===== config.mk =====
export PLATFORM = sky130hd
export DESIGN_NAME = gpio_in_conditioner_flat
export DESIGN_NICKNAME = d
export VERILOG_FILES = /design/src/rtl/gpio_pkg.sv /design/src/rtl/gpio_in_conditioner_if.sv /design/src/rtl/gpio_debounce_bit.sv /design/src/rtl/gpio_in_conditioner.sv /design/src/flat_wrapper.sv
export SDC_FILE = /design/constraint.sdc
export NUM_CORES = 1
export LEC_CHECK = 0
export ABC_AREA = 1
export CAP_MARGIN = 20
export CORE_ASPECT_RATIO = 1.5
export CORE_UTILIZATION = 45
export CTS_BUF_LIST = sky130_fd_sc_hd__clkbuf_2
export CTS_CLUSTER_DIAMETER = 50
export DETAILED_ROUTE_END_ITERATION = 10
export GPL_TIMING_DRIVEN = 0
export PLACE_DENSITY = 0.67
export SLEW_MARGIN = 20
export SYNTH_ARGS = -nofsm -noshare
export SYNTH_HDL_FRONTEND = slang
export SYNTH_SLANG_ARGS = --single-unit
export TNS_END_PERCENT = 10

===== constraint.sdc =====
create_clock -name HCLK -period 2.6 [get_ports HCLK]
set_input_delay 0.26 -clock HCLK [delete_from_list [all_inputs] [get_ports HCLK]]
set_output_delay 0.26 -clock HCLK [all_outputs]
set_load 0.01 [all_outputs]

===== src/rtl/gpio_pkg.sv =====
// gpio_pkg
// Shared definitions for the GPIO input path and the AHB GPIO peripheral.
//   GPIO_WIDTH    - number of GPIO data pins
//   GPIO_PAR_BIT  - index of the parity bit on the GPIOIN bus
//   gpioin_t      - GPIOIN bus layout {parity, data}
//   gpio_parity() - reduction parity of data XOR sense select
package gpio_pkg;

    localparam int GPIO_WIDTH   = 16;
    localparam int GPIO_PAR_BIT = 16;

    typedef struct packed {
        logic                  par;
        logic [GPIO_WIDTH-1:0] data;
    } gpioin_t;

    // sel = 0 gives even parity, sel = 1 gives odd parity.
    function automatic logic gpio_parity(input logic [GPIO_WIDTH-1:0] data,
                                         input logic                  sel);
        return (^data) ^ sel;
    endfunction

endpackage


===== src/rtl/gpio_in_conditioner_if.sv =====
// gpio_in_conditioner_if
// Pin-side and GPIOIN-side signals of the input conditioner.
//   PIN_IN      raw asynchronous pins
//   PARITYSEL   parity sense (0 even, 1 odd)
//   PAR_INJECT  inverts the generated parity bit
//   GPIOIN_OUT  {parity, debounced data}
//   CHG_PULSE   one-cycle pulse on any debounced change
//   CHG_MASK    bits that changed, zero when no pulse
// slave modport: the conditioner. master modport: whatever drives/consumes it.
interface gpio_in_conditioner_if;
    import gpio_pkg::*;

    logic [GPIO_WIDTH-1:0] PIN_IN;
    logic                  PARITYSEL;
    logic                  PAR_INJECT;
    logic [GPIO_WIDTH:0]   GPIOIN_OUT;
    logic                  CHG_PULSE;
    logic [GPIO_WIDTH-1:0] CHG_MASK;

    modport slave (
        input  PIN_IN, PARITYSEL, PAR_INJECT,
        output GPIOIN_OUT, CHG_PULSE, CHG_MASK
    );

    modport master (
        output PIN_IN, PARITYSEL, PAR_INJECT,
        input  GPIOIN_OUT, CHG_PULSE, CHG_MASK
    );

endinterface


===== src/rtl/gpio_debounce_bit.sv =====
// gpio_debounce_bit
// Synchroniser, debounce counter and stable flop for a single pin.
//   HCLK, HRESETn  clock, async active-low reset
//   pin            raw asynchronous pin
//   s              debounced stable level (registered)
//   s_next         value s takes on the coming edge (for parity lookahead)
//   chg            registered one-cycle flag: s changed on the last edge
module gpio_debounce_bit #(
    parameter int SYNC_STAGES     = 2,
    parameter int DEBOUNCE_CYCLES = 4
) (
    input  logic HCLK,
    input  logic HRESETn,
    input  logic pin,
    output logic s,
    output logic s_next,
    output logic chg
);

    localparam int                CW   = $clog2(DEBOUNCE_CYCLES + 1);
    localparam logic [CW-1:0]     LAST = CW'(DEBOUNCE_CYCLES - 1);

    logic [SYNC_STAGES-1:0] sync_ff;
    logic                   sync_q;
    logic [CW-1:0]          cnt, cnt_nxt;
    logic                   chg_nxt;

    assign sync_q = sync_ff[SYNC_STAGES-1];

    // Counter only advances while the synchronised level disagrees with s;
    // any agreeing cycle clears it, so short glitches are dropped. The flip
    // happens at LAST, so cnt never goes past DEBOUNCE_CYCLES-1.
    always_comb begin
        s_next  = s;
        cnt_nxt = '0;
        chg_nxt = 1'b0;
        if (sync_q != s) begin
            if (cnt == LAST) begin
                s_next  = sync_q;
                chg_nxt = 1'b1;
            end else begin
                cnt_nxt = cnt + CW'(1);
            end
        end
    end

    always_ff @(posedge HCLK or negedge HRESETn) begin
        if (!HRESETn) begin
            sync_ff <= '0;
            cnt     <= '0;
            s       <= 1'b0;
            chg     <= 1'b0;
        end else begin
            sync_ff <= {sync_ff[SYNC_STAGES-2:0], pin};
            cnt     <= cnt_nxt;
            s       <= s_next;
            chg     <= chg_nxt;
        end
    end

endmodule


===== src/rtl/gpio_in_conditioner.sv =====
// gpio_in_conditioner
// Synchronises and debounces 16 external pins, appends a registered parity
// bit and reports debounced level changes.
//   HCLK, HRESETn  clock, async active-low reset
//   bus (slave)    PIN_IN/PARITYSEL/PAR_INJECT in,
//                  GPIOIN_OUT/CHG_PULSE/CHG_MASK out
// Every output comes from flops (CHG_PULSE is an OR of chg flops only).
module gpio_in_conditioner
    import gpio_pkg::*;
#(
    parameter int SYNC_STAGES     = 2,
    parameter int DEBOUNCE_CYCLES = 4
) (
    input  logic                  HCLK,
    input  logic                  HRESETn,
    gpio_in_conditioner_if.slave  bus
);

    logic [GPIO_WIDTH-1:0] s, s_next, chg;
    logic                  p;

    for (genvar gi = 0; gi < GPIO_WIDTH; gi++) begin : g_bit
        gpio_debounce_bit #(
            .SYNC_STAGES     (SYNC_STAGES),
            .DEBOUNCE_CYCLES (DEBOUNCE_CYCLES)
        ) u_bit (
            .HCLK    (HCLK),
            .HRESETn (HRESETn),
            .pin     (bus.PIN_IN[gi]),
            .s       (s[gi]),
            .s_next  (s_next[gi]),
            .chg     (chg[gi])
        );
    end

    // Parity is computed from s_next so it lands on the same edge as the
    // data, never showing a stale-data/new-sel mix.
    always_ff @(posedge HCLK or negedge HRESETn) begin
        if (!HRESETn) p <= 1'b0;
        else          p <= gpio_parity(s_next, bus.PARITYSEL) ^ bus.PAR_INJECT;
    end

    assign bus.GPIOIN_OUT = gpioin_t'{par: p, data: s};
    assign bus.CHG_MASK   = chg;
    assign bus.CHG_PULSE  = |chg;

endmodule


===== src/flat_wrapper.sv =====
// flat-port wrapper written by rule: the top's interface ports become plain ports
module gpio_in_conditioner_flat import gpio_pkg::*;
#(
    parameter int SYNC_STAGES     = 2,
    parameter int DEBOUNCE_CYCLES = 4
)
  (HCLK, HRESETn, bus_PIN_IN, bus_PARITYSEL, bus_PAR_INJECT, bus_GPIOIN_OUT, bus_CHG_PULSE, bus_CHG_MASK);
  gpio_in_conditioner_if bus_i ();
  input  logic HCLK;
  input  logic HRESETn;
  input wire logic [$bits(bus_i.PIN_IN)-1:0] bus_PIN_IN;
  input wire logic [$bits(bus_i.PARITYSEL)-1:0] bus_PARITYSEL;
  input wire logic [$bits(bus_i.PAR_INJECT)-1:0] bus_PAR_INJECT;
  output wire logic [$bits(bus_i.GPIOIN_OUT)-1:0] bus_GPIOIN_OUT;
  output wire logic [$bits(bus_i.CHG_PULSE)-1:0] bus_CHG_PULSE;
  output wire logic [$bits(bus_i.CHG_MASK)-1:0] bus_CHG_MASK;
  assign bus_i.PIN_IN = bus_PIN_IN;
  assign bus_i.PARITYSEL = bus_PARITYSEL;
  assign bus_i.PAR_INJECT = bus_PAR_INJECT;
  assign bus_GPIOIN_OUT = bus_i.GPIOIN_OUT;
  assign bus_CHG_PULSE = bus_i.CHG_PULSE;
  assign bus_CHG_MASK = bus_i.CHG_MASK;
  gpio_in_conditioner #(.SYNC_STAGES(SYNC_STAGES), .DEBOUNCE_CYCLES(DEBOUNCE_CYCLES)) u_core (.HCLK(HCLK), .HRESETn(HRESETn), .bus(bus_i));
endmodule

==> summary.md <==
| Metric | Value |
|---|---|
| Post-synth top area cell | dfrtp_1 |
| Fillers | 931 |
| Syn_area_per_cell | 10.14 um2 |
| CTS H-tree depth | 4 |
| TNS Setup | 0 ns |
| Initial antenna violation count | 0 |
| Most used DFF post-synth | dfrtp_1 |
| Largest net degree at the start of global routing | 75 |
| Post-synth EDFFs | 0 |
| IO buf count | 53 |
| Worst clock skew | between 0.015 and 0.02 ns |
| Final setup fails | 0 |
| Power Dens Cells | 1010 mW/mm2 |
| WP data arrival | around 2.1 ns |
| Starting Density | around 47% |
| Synth top area cells | dfrtp_1 (59%), nand2_1 (8.6%), buf_4 (5.2%) |
| Gr ovfl total | 0 |
| Max-cap viol count | 0 |
| Die X | roughly 86 um |
| Util after Layout | slightly below 60% |
| Post-CTS Setup Bufs | 0 |
| Row count | 45 |
| Worst setup startpoint | u_core.g_bit[2].u_bit.chg |
| CTS buffer count | 17 |
| Leakage | between 2 and 3 nW |
| Status | finished clean |
| Crit path max fanout | 2 |
| Final hold violation count | 0 |
| Routed via count | ~3300 |
| Slew HR | 72.26% |
| Critical setup path kind | flip-flop to output pin |
| Worst VDD drop | 0.4529 mV |
| Critical path endpoint category | output pin |
| Final min period | 2.399 ns |
| Sequential share of the synthesized area | roughly three fifths |
| Synth warn | 0 |
| Detailed-route DRC error count | 0 |
| Pre-antenna DRT Iters | 4 |
| DR vias/cell | around 4.6 |
| Final nets | 600 |
| Clock latency on the worst-skew pair | about 0.64 ns |
| CTS tree | done |
| R2R depth | 15 |
| Drt total wl | 7896 um |
| Critical path startpoint category | flip-flop |
| FF-to-FF Start | u_core.g_bit[5].u_bit.cnt[0] |
| Most common cell in the netlist | dfrtp_1 |
| Worst-margin pin slew | about 0.42 ns |
| Share of layout cells above drive strength 1 | about a quarter |
| CTS root buf | clkbuf_2 |
| Cell Area, Synth | just under 0.005 mm2 |
| Total clock sinks | 113 |
| Period utilization | between 90 and 100% |
| Vias in the first global route | about 3300 |
| Slew Viols, Final | 0 |
| Worst Hold Class | input pin to asynchronous set/reset pin |
| I/O pin cnt | 54 |
| FF-to-FF setup slack | 0.89 ns |
| Worst reg2reg path endpoint | u_core.p |
| Worst setup path endpoint | bus_CHG_PULSE |
| Clock-pin slew on the worst setup and hold paths | 0.19 ns |
| DR WL/cell | roughly 11 um |
| Post-synthesis register bit count | around 110 |
| Iter 0 DRT Violations | 71 |
| Number of diodes | 0 |
| Core Area | around 0.01 mm2 |
| Mapped Cells | roughly 470 |
| Net count after synthesis | between 500 and 600 |
| GPL Wtd Cong | ~0.77 |
| Top cell type's share of synthesized area | slightly below 60% |
| Async SR Flop Fraction | 100.0% |
| Post-DP HPWL | roughly 5700 um |
| CP Data Required Time | around 2.3 ns |
| Area growth from synthesis to layout | 23.77% |
| Clock buffer depth | 2 |
| Unique masters post-synth | 21 |
| RSZ-0062 raised after global routing | no |
| Achievable Freq | 416.9 MHz |
| GR Util All Layers | around 17% |
| Hold slack | 0.07266 ns |
| Chip height | ~130 um |
| List of most frequent post-synthesis cells | dfrtp_1 (113), nand2_1 (110), nand2_2 (34) |
| Global-route wire length before repair | 14120 um |
| Die ar. | around 0.011 mm2 |
| Antenna-violating nets left | 0 |
report_power, final:
part           switching (W)  leakage, nW  internal, W
Combinational        0.00135         1.36      0.00122
Sequential          0.000256         1.44      0.00213
Clock               0.000705        0.123     0.000350
worst max-delay path, stage by stage, from the launching register on:
cell and delay [ns]:
dfrtp_1 0.43, nor4_2 0.37, nand4_1 0.19, clkdlybuf4s50_1 0.52
worst min-delay path by stage:
stage	from	end	slack [ns]
after floorplan	HRESETn	u_core.g_bit[0].u_bit.chg	-0.04
after global placement	u_core.g_bit[1].u_bit.sync_ff[0]	u_core.g_bit[1].u_bit.sync_ff[1]	0.33
after detailed placement	HRESETn	u_core.g_bit[2].u_bit.cnt[2]	0.19
after CTS	HRESETn	u_core.g_bit[15].u_bit.sync_ff[1]	0.001
after global routing	HRESETn	u_core.g_bit[15].u_bit.sync_ff[1]	0.02
final	HRESETn	u_core.g_bit[7].u_bit.cnt[1]	0.07
sequential cells by signal, summed over array words and instances (netlist names):
register                    count
u_core.g_bit.u_bit.cnt         48
u_core.g_bit.u_bit.sync_ff     32
u_core.g_bit.u_bit.chg         16
u_core.g_bit.u_bit.s           16
u_core.p                        1
layout by cell type, fill, tap and decap left out, types with 3 or more instances in the layout:
cell / instances
dfrtp_1: 113
nand2_1: 110
clkdlybuf4s50_1: 52
nand2_2: 34
buf_4: 33
nor2_1: 32
inv_1: 29
nor3_1: 21
inv_2: 18
clkbuf_2: 17
dlygate4sd3_1: 17
xnor2_1: 16
ha_1: 16
nand3_1: 14
nor3b_1: 11
nand3_2: 7
clkinv_4: 5
clkinvlp_4: 5
o21ai_2: 3
nand3b_1: 3
o21ai_1: 3
logic make-up after synthesis:
logic type	Yosys count	synth area share [%]
flip-flops	113	58.84
AO/OA/AOI/OAI	6	0.8592
AND/OR/NAND/NOR	242	24.32
adder cells (fa/ha/maj)	16	4.166
buffers and inverters	81	8.904
XOR/XNOR	16	2.916
cell type report:
type	count	area (um2)	area share (%)
Buffer	33	247.7	4.165
Timing Repair Buffer	71	729.5	12.26
Clock inverter	15	138.9	2.335
Multi-Input combinational cell	280	1563	26.27
Sequential cell	113	2828	47.54
Clock buffer	17	85.08	1.430
Inverter	48	180.2	3.029
Tap cell	141	176.4	2.966
what timing repair did:
action                                  CTS  global route
endpoints found under the setup margin    1             1
gates resized for setup                   1             1
cloned                                    0             0
hold buffers                             17             0
endpoints found under the hold margin   129             0
routing by layer:
layer  wire length, um  vias up  GRT usage [%]
met5                 0        -              0
met4               118        0          7.451
met3               334       12          5.260
met2              4166       68          29.27
met1              3276     1556          18.29
li1                  -     1642              -
metrics by stage:
| step | power [W] | setup slack [ns] | instances | cell area, um2 |
|---|---|---|---|---|
| after floorplan | 0.004224 | 1.113 | 474 | 4806 |
| after global placement | 0.004884 | -2.990 | 668 | 5513 |
| after detailed placement | 0.004994 | 0.6959 | 669 | 5542 |
| after CTS | 0.006105 | 0.003547 | 718 | 5942 |
| after global routing | 0.006578 | 0.03088 | 718 | 5948 |
| final | 0.006008 | 0.2015 | 718 | 5948 |
(Power assumes the default switching activity.)
